[config.mk]
export PLATFORM = sky130hd
export DESIGN_NAME = sub_seq_128bit
export DESIGN_NICKNAME = d
export VERILOG_FILES = /design/src/rtl/sub_seq_128bit.sv
export SDC_FILE = /design/constraint.sdc
export NUM_CORES = 1
export LEC_CHECK = 0
export BUFFER_PORTS_ARGS = -buffer_cell sky130_fd_sc_hd__buf_2
export CAP_MARGIN = 30
export CORE_ASPECT_RATIO = 0.9
export CORE_MARGIN = 8
export CORE_UTILIZATION = 40
export CTS_CLUSTER_SIZE = 28
export DETAILED_ROUTE_END_ITERATION = 6
export GPL_TIMING_DRIVEN = 0
export SETUP_SLACK_MARGIN = 0.4
export SYNTH_ARGS = -nofsm -noshare
export SYNTH_HDL_FRONTEND = slang
export SYNTH_SLANG_ARGS = --single-unit
[constraint.sdc]
create_clock -name clk -period 5.2 [get_ports clk]
set_input_delay 1.04 -clock clk [delete_from_list [all_inputs] [get_ports clk]]
set_output_delay 1.04 -clock clk [all_outputs]
set_load 0.1 [all_outputs]
[src/rtl/sub_seq_128bit.sv]
// sub_seq_128bit: multi-cycle unsigned subtractor, diff = a - b mod 2^WIDTH.
// One SLICE-wide chunk is processed per clock, LSB slice first, with the
// borrow between slices held in a flop.
//
// Handshake: a transfer happens on a rising clk edge where valid && ready are
// both 1. The source holds in_valid/a/b stable until it sees in_ready; the
// result (diff, borrow_out) is stable while out_valid=1 until out_ready is
// seen. in_ready and out_valid are decoded from the state register only.
module sub_seq_128bit #(
  parameter int WIDTH = 128,
  parameter int SLICE = 10
) (
  input  logic             clk,
  input  logic             rst_n,
  input  logic             in_valid,
  output logic             in_ready,
  input  logic [WIDTH-1:0] a,
  input  logic [WIDTH-1:0] b,
  output logic             out_valid,
  input  logic             out_ready,
  output logic [WIDTH-1:0] diff,
  output logic             borrow_out
);

  localparam int NSLICE = (WIDTH + SLICE - 1) / SLICE;
  localparam int IDX_W  = (NSLICE > 1) ? $clog2(NSLICE) : 1;

  typedef enum logic [1:0] {
    IDLE = 2'd0,
    RUN  = 2'd1,
    DONE = 2'd2
  } state_t;

  state_t           state_q, state_d;
  logic [IDX_W-1:0] idx_q, idx_d;
  logic             borrow_q, borrow_d;
  logic [WIDTH-1:0] a_q, a_d;
  logic [WIDTH-1:0] b_q, b_d;
  logic [WIDTH-1:0] diff_q, diff_d;
  logic             borrow_out_q, borrow_out_d;

  // Slice datapath signals.
  logic [31:0]      shamt;
  logic [SLICE-1:0] a_sl;
  logic [SLICE-1:0] b_sl;
  logic [SLICE:0]   sub;
  logic [WIDTH-1:0] slice_mask;
  logic [WIDTH-1:0] d_w;
  logic             last;

  // Current slice subtract. The right shift zero-fills, so the narrower last
  // slice needs no mask: a negative result still sets bit SLICE as the borrow.
  always_comb begin
    shamt      = 32'(idx_q) * 32'(SLICE);
    a_sl       = SLICE'(a_q >> shamt);
    b_sl       = SLICE'(b_q >> shamt);
    sub        = {1'b0, a_sl} - {1'b0, b_sl} - {{SLICE{1'b0}}, borrow_q};
    slice_mask = '0;
    slice_mask[SLICE-1:0] = '1;
    slice_mask = slice_mask << shamt;
    d_w        = '0;
    d_w[SLICE-1:0] = sub[SLICE-1:0];
    d_w        = d_w << shamt;
    last       = (idx_q == IDX_W'(NSLICE - 1));
  end

  // Next-state and register updates for the IDLE -> RUN -> DONE sequence.
  always_comb begin
    state_d      = state_q;
    idx_d        = idx_q;
    borrow_d     = borrow_q;
    a_d          = a_q;
    b_d          = b_q;
    diff_d       = diff_q;
    borrow_out_d = borrow_out_q;
    case (state_q)
      IDLE: begin
        if (in_valid) begin
          a_d      = a;
          b_d      = b;
          idx_d    = '0;
          borrow_d = 1'b0;
          state_d  = RUN;
        end
      end
      RUN: begin
        diff_d   = (diff_q & ~slice_mask) | d_w;
        borrow_d = sub[SLICE];
        idx_d    = idx_q + 1'b1;
        if (last) begin
          borrow_out_d = sub[SLICE];
          idx_d        = '0;
          state_d      = DONE;
        end
      end
      DONE: begin
        if (out_ready) begin
          state_d = IDLE;
        end
      end
      default: begin
        state_d = IDLE;
      end
    endcase
  end

  // State and datapath registers; reset discards any operation in flight.
  always_ff @(posedge clk or negedge rst_n) begin
    if (!rst_n) begin
      state_q      <= IDLE;
      idx_q        <= '0;
      borrow_q     <= 1'b0;
      a_q          <= '0;
      b_q          <= '0;
      diff_q       <= '0;
      borrow_out_q <= 1'b0;
    end else begin
      state_q      <= state_d;
      idx_q        <= idx_d;
      borrow_q     <= borrow_d;
      a_q          <= a_d;
      b_q          <= b_d;
      diff_q       <= diff_d;
      borrow_out_q <= borrow_out_d;
    end
  end

  assign in_ready   = (state_q == IDLE);
  assign out_valid  = (state_q == DONE);
  assign diff       = diff_q;
  assign borrow_out = borrow_out_q;

endmodule
==> results of run 1 <==
==> cell usage in the layout, fill, tap and decap left out, types with 5 or more instances in the layout <==
cell	n
ha_1	19
a32oi_1	6
a31oi_1	5
buf_6	7
a21oi_1	15
nand3_1	14
dfrtp_1	391
nand2_1	148
o21ai_1	25
a21o_1	7
clkinv_2	5
nand4_1	5
clkbuf_1	68
diode_2	7
or3_1	6
a22oi_1	38
buf_12	6
clkbuf_8	12
a22o_1	10
nor2_1	47
inv_1	22
mux2i_1	21
buf_2	397
buf_4	37
o211ai_1	13
o21a_1	11
nor2b_1	7
buf_1	7
nor3_2	7
clkbuf_2	7
nor3_1	9
clkbuf_16	47
mux4_2	58
buf_16	6
o21ai_0	93
and2_1	7
or2_2	7
nand2b_1	13
mux2_2	258
o221ai_1	43
==> what timing repair did <==
action                     4_1_cts  5_1_grt
gates cloned                     1        2
pin swaps                       11        8
resized for setup              108       65
setup endpoints to repair      130      121
setup buffers                   27        4
==> final cells by class <==
class | count | area share, %
sequential | 392 | 40.5
clock inverter | 12 | 0.702
clock buffer | 67 | 5.32
antenna | 7 | 0.0723
tap | 616 | 3.18
timing repair buffer | 433 | 10.2
buffer | 102 | 2.65
multi-input combinational | 1011 | 37.1
inverter | 23 | 0.356
==> registers in the layout, summed over array words and instances, names as in the netlist <==
name / cells
borrow_out: 1
a_q: 128
diff: 128
b_q: 128
state_q: 2
borrow_q: 1
idx_q: 4
==> worst reg2reg max path: cells and delay by family (launching register included) <==
| family | cells | cell delay, ns |
|---|---|---|
| multiplexers | 2 | 0.84 |
| flip-flops | 1 | 0.36 |
| buffers and inverters | 7 | 1.09 |
| adder cells (fa/ha/maj) | 2 | 0.46 |
| AO/OA/AOI/OAI | 6 | 1.23 |
| AND/OR/NAND/NOR | 2 | 0.70 |
==> kinds of logic after synthesis <==
family	after synthesis
adders and majority gates	25
xor gates and xnor gates	4
and+or+nand+nor	296
AOI/OAI and AO/OA	340
DFF	392
buffers and inverters	125
muxes	346
==> stage by stage <==
step                      hold WS [ns]   TNS, ns  setup WS [ns]
after floorplan                  0.473         0          0.438
after global placement           0.465  -2038.12          -4.73
after detailed placement         0.481   -192.19          -2.04
after CTS                        0.474         0          0.401
after global routing             0.503         0          0.358
final                            0.475         0          0.440
==> per-layer routing <==
layer  GRT usage [%]  part of all wire [%]
met1            33.8                    43
met3            5.94                   8.1
met5               0                  0.12
met4            8.11                   3.2
met2            38.9                    46
==> worst max-delay path by stage <==
| stage | from | to | slack, ns | cells past startpoint |
|---|---|---|---|---|
| 6_report | idx_q[0] | diff[30] | 0.44 | 19 |
| 5_1_grt | idx_q[0] | diff[126] | 0.36 | 20 |
| 4_1_cts | idx_q[0] | diff[19] | 0.40 | 20 |
| 3_5_place_dp | idx_q[1] | diff[48] | -2.04 | 18 |
| 3_3_place_gp | rst_n | diff[59] | -4.73 | 1 |
| 2_1_floorplan | idx_q[0] | diff[126] | 0.44 | 20 |
==> impl_metrics.ini, run 1 <==
[outcome]
status = complete, but fails checks
failed_checks = DRC

[floorplan]
core_area_mm2 = 0.0466
io_pins = 391
die-area_mm2 = 0.0545
start_util_pct = 40.5
chipHeight_um = 222
rows = 75
dieWidth_um = 245

[critical_path]
setup.worst_path.end_class = flip-flop
path_delay_family = compound AO/OA/AOI/OAI gates
crit_path_start_kind = flip-flop
r2r_start = idx_q[0]
ff2ff_path_depth = 19
critPathSlowestCell = mux4_2
crit_chain = buf_6 -> buf_12 -> clkbuf_16 -> buf_6 -> mux4_2 -> mux2i_1 -> o21ai_0 -> ha_1 -> inv_1 -> ha_4 -> buf_4 -> a21boi_1 -> o21a_2 -> o21a_4 -> o21a_4 -> or3_4 -> or2_2 -> buf_4 -> o211ai_1
ff2ff_setup_slack_ns = 0.44
r2r-end = diff[30]
crit_arrival_ns = 5.25
worstSetupPathType = reg -> reg
cp_max_fo = 11
critPathBufInv = 7
required_ns = 5.69
cp_slowest_stage_delay_ns = 0.54

[logic_synthesis]
synth-xor-area-share_pct = 0.185
synth_cells = 1528
synth_warnings = 0
synth_commonest_cells = dfrtp_1, mux2_2, nand2_1
syn_area_mm2 = 0.0189
synth_nets = 1813
synth_top_area_share_pct = 51.9
seq_area_frac_synth_pct = 51.9
ys.flop_type = dfrtp_1
async_reset_ff_share_pct = 100
synth.most_common_cell = dfrtp_1
synthTopCellsByArea = dfrtp_1, mux2_2, mux4_2
muxShareOfSynthArea_pct = 23.9
ys_ff_latch = 392
synth_top_family_by_area = multiplexers
synth.distinct_cells = 71
synth_top_area_cell = dfrtp_1
synth_simple_gate_area_share_pct = 7.01
synth_compound_area_share_pct = 12.6
syn_avg_cell_area_um2 = 12.4
synthAdderAreaFrac_pct = 1.77
synth_edf_count = 0

[place]
placedInstanceArea_mm2 = 0.0218
place_inst = 2543
place_congestion = 0.924
port_buffers = 390
dpl.hpwl_um = 52500

[sta]
rsz0062_at_grt = true
maxSlewHeadroom_pct = 37.3
fmax_mhz = 210
slew_violations = 0
skew_ns = 0.0284
finalHoldViolCount = 0
period_minus_slack_ns = 4.76
tightest_slew_ns = 0.937
period_share_pct = 91.5
finalSetupViolCount = 0

[drt]
dr.pass1.iters = 7
vias_per_cell = 5.77
wire_per_inst_um = 26.2
drt-initial-drc-count = 1388
vias = 15354
drcViolationCount = 12
wirelength_um = 69800
detail-route-antenna-nets = 0

[cts]
cts_max_path_buffers = 3
htreeDepth = 2
cts_buffers = 44
clk_pin_slew_ns = 0.06
tritoncts = built
cts_hold_buf = 0
cts.sinks = 392
cts_root_buf = clkbuf_16
clk_latency_ns = 0.58

[finish]
drive_above_1_share_pct = 45.6
final_util_pct = 52.0
area.sequential_mm2 = 0.00981
nFillCells = 4078
multi_input_area_mm2 = 0.00899
final_area_mm2 = 0.0242
area_delta_synth_final_pct = 28.1
stdcell_count = 2663
nets = 2292

[flow_run]
drv_cap = 0

[global_routing]
grt_max_degree = 119
antenna_found_initial = 14
grt_pass1_wl_um = 103000
gr-total-overflow = 0
grt_use_total_pct = 24.9
grt_pass1_vias = 16092

[worst_hold_path]
hold_path.class = in -> async
Power of run 1 is not shown: default switching activity piles up to over one toggle a cycle in this logic, so the estimate is an artifact.
==> run 2, diff against run 1 <==
--- a/config.mk
+++ b/config.mk
@@ -13,7 +13,9 @@
 export CTS_CLUSTER_SIZE = 28
 export DETAILED_ROUTE_END_ITERATION = 6
 export GPL_TIMING_DRIVEN = 0
+export PLACE_DENSITY = 0.65
 export SETUP_SLACK_MARGIN = 0.4
+export SLEW_MARGIN = 15
 export SYNTH_ARGS = -nofsm -noshare
 export SYNTH_HDL_FRONTEND = slang
 export SYNTH_SLANG_ARGS = --single-unit
==> impl_metrics.ini, run 2 (synthesis results as in run 1) <==
[global_routing]
grt_use_total_pct = 24.5
gr-total-overflow = 0
grt_max_degree = 108
grt_pass1_vias = 16422
grt_pass1_wl_um = 103000
antenna_found_initial = 14

[critical_path]
setup.worst_path.end_class = flip-flop
critPathSlowestCell = nor4_1
crit_chain = buf_6 -> buf_8 -> clkbuf_16 -> buf_16 -> buf_4 -> mux4_2 -> mux2i_1 -> nor2_1 -> a221oi_2 -> ha_1 -> inv_1 -> ha_1 -> clkbuf_4 -> o21a_2 -> o21a_4 -> o21a_4 -> nor4_1 -> a22oi_1 -> o2bb2ai_1
cp_max_fo = 10
ff2ff_setup_slack_ns = 0.50
cp_slowest_stage_delay_ns = 0.52
required_ns = 5.68
crit_path_start_kind = flip-flop
worstSetupPathType = reg -> reg
crit_arrival_ns = 5.17

[sta]
tightest_slew_ns = 0.900
period_minus_slack_ns = 4.70
skew_ns = 0.0226
rsz0062_at_grt = false
finalSetupViolCount = 0
fmax_mhz = 213
maxSlewHeadroom_pct = 40.0
finalHoldViolCount = 0
slew_violations = 0
period_share_pct = 90.3

[finish]
area_delta_synth_final_pct = 27.2
nets = 2295
final_util_pct = 51.6
drive_above_1_share_pct = 45.1
final_common_cell = buf_2
mostFrequentLayoutCells = buf_2, dfrtp_1, mux2_2, nand2_1, o21ai_0

[drt]
wl_met3_um = 5260
vias = 15445
wire_per_inst_um = 25.9
wl_met2_um = 32700
drcViolationCount = 0
met1_length_um = 28600
highest_layer = met5
dr.pass1.iters = 7
detail-route-antenna-nets = 0
wirelength_um = 68900
drt-initial-drc-count = 1319
vias_per_cell = 5.82

[place]
port_buffers = 390
place_congestion = 0.926
dpl.hpwl_um = 52000

[flow_run]
drv_cap = 0

[floorplan]
die-area_mm2 = 0.0545
dieWidth_um = 245
io_pins = 391
rows = 75
core_area_mm2 = 0.0466
chipHeight_um = 222
start_util_pct = 40.5

[cts]
htreeDepth = 2
cts_max_path_buffers = 3
cts.sinks = 392
cts_buffers = 42
clk_pin_slew_ns = 0.06
clk_latency_ns = 0.57
tritoncts = built
cts_root_buf = clkbuf_16

[outcome]
status = complete, no violations

[worst_hold_path]
hold_path.class = in -> async
run 2: cell count changes in the layout (fill, tap and decap cells not counted), sizes merged:
cell	before	now
buf	462	461
clkinv	5	6
diode	7	6
bufinv	4	3
clkbuf	138	133
run 2: path summary, 6_finish.rpt:
| check | cells after the start | start | endpoint |
|---|---|---|---|
| max | 19 | idx_q[0] | diff[54] |
| max reg2reg | 19 | idx_q[0] | diff[54] |
| min | 1 | rst_n | b_q[33] |
| min reg2reg | 2 | borrow_out | borrow_out |
| min in group clk | 2 | borrow_out | borrow_out |
| max in group asynchronous | 4 | rst_n | diff[122] |
run 2: metal layers:
layer / track usage [%] / vias up
met5: 0 / -
met4: 8.51 / 16
met3: 5.67 / 145
met2: 39.2 / 676
met1: 32.6 / 7908
li1: - / 6700
run 2: worst max-delay path, delay by kind of cell (launching register included):
kind / cells / cell delay (ns)
compound gates: 6 / 1.37
fa+ha+maj: 2 / 0.51
buf+inv: 7 / 0.98
flops: 1 / 0.38
mux: 2 / 0.75
simple gates: 2 / 0.60
run 2: area by class of cell:
| class | count | area [µm²] |
|---|---|---|
| sequential | 392 | 9810 |
| multi-input combinational | 1011 | 8910 |
| tap | 616 | 771 |
| clock inverter | 12 | 145 |
| antenna | 6 | 15.0 |
| buffer | 102 | 668 |
| timing repair buffer | 438 | 2470 |
| fill | 4061 | 22600 |
| clock buffer | 56 | 1170 |
| inverter | 23 | 86.3 |
run 2: through the flow:
step           hold slack (ns)  worst slack (ns)  std cells  area, µm²   TNS, ns
2_1_floorplan            0.473             0.438       1528      18900         0
3_3_place_gp             0.464             -4.64       2534      21600  -1993.46
3_5_place_dp             0.477             -2.00       2543      21800   -195.75
4_1_cts                  0.401             0.402       2632      23700         0
5_1_grt                  0.426             0.390       2655      24000         0
6_report                 0.409             0.503       2656      24000         0
run 2: timing repair:
item,in CTS,in global routing
buffers inserted,20,17
gates resized for setup,99,58
cloned,1,1
hold buffers,0,0
pin swaps,7,7
endpoints found under the setup margin,130,113
Power of run 2 is left out for the same reason.
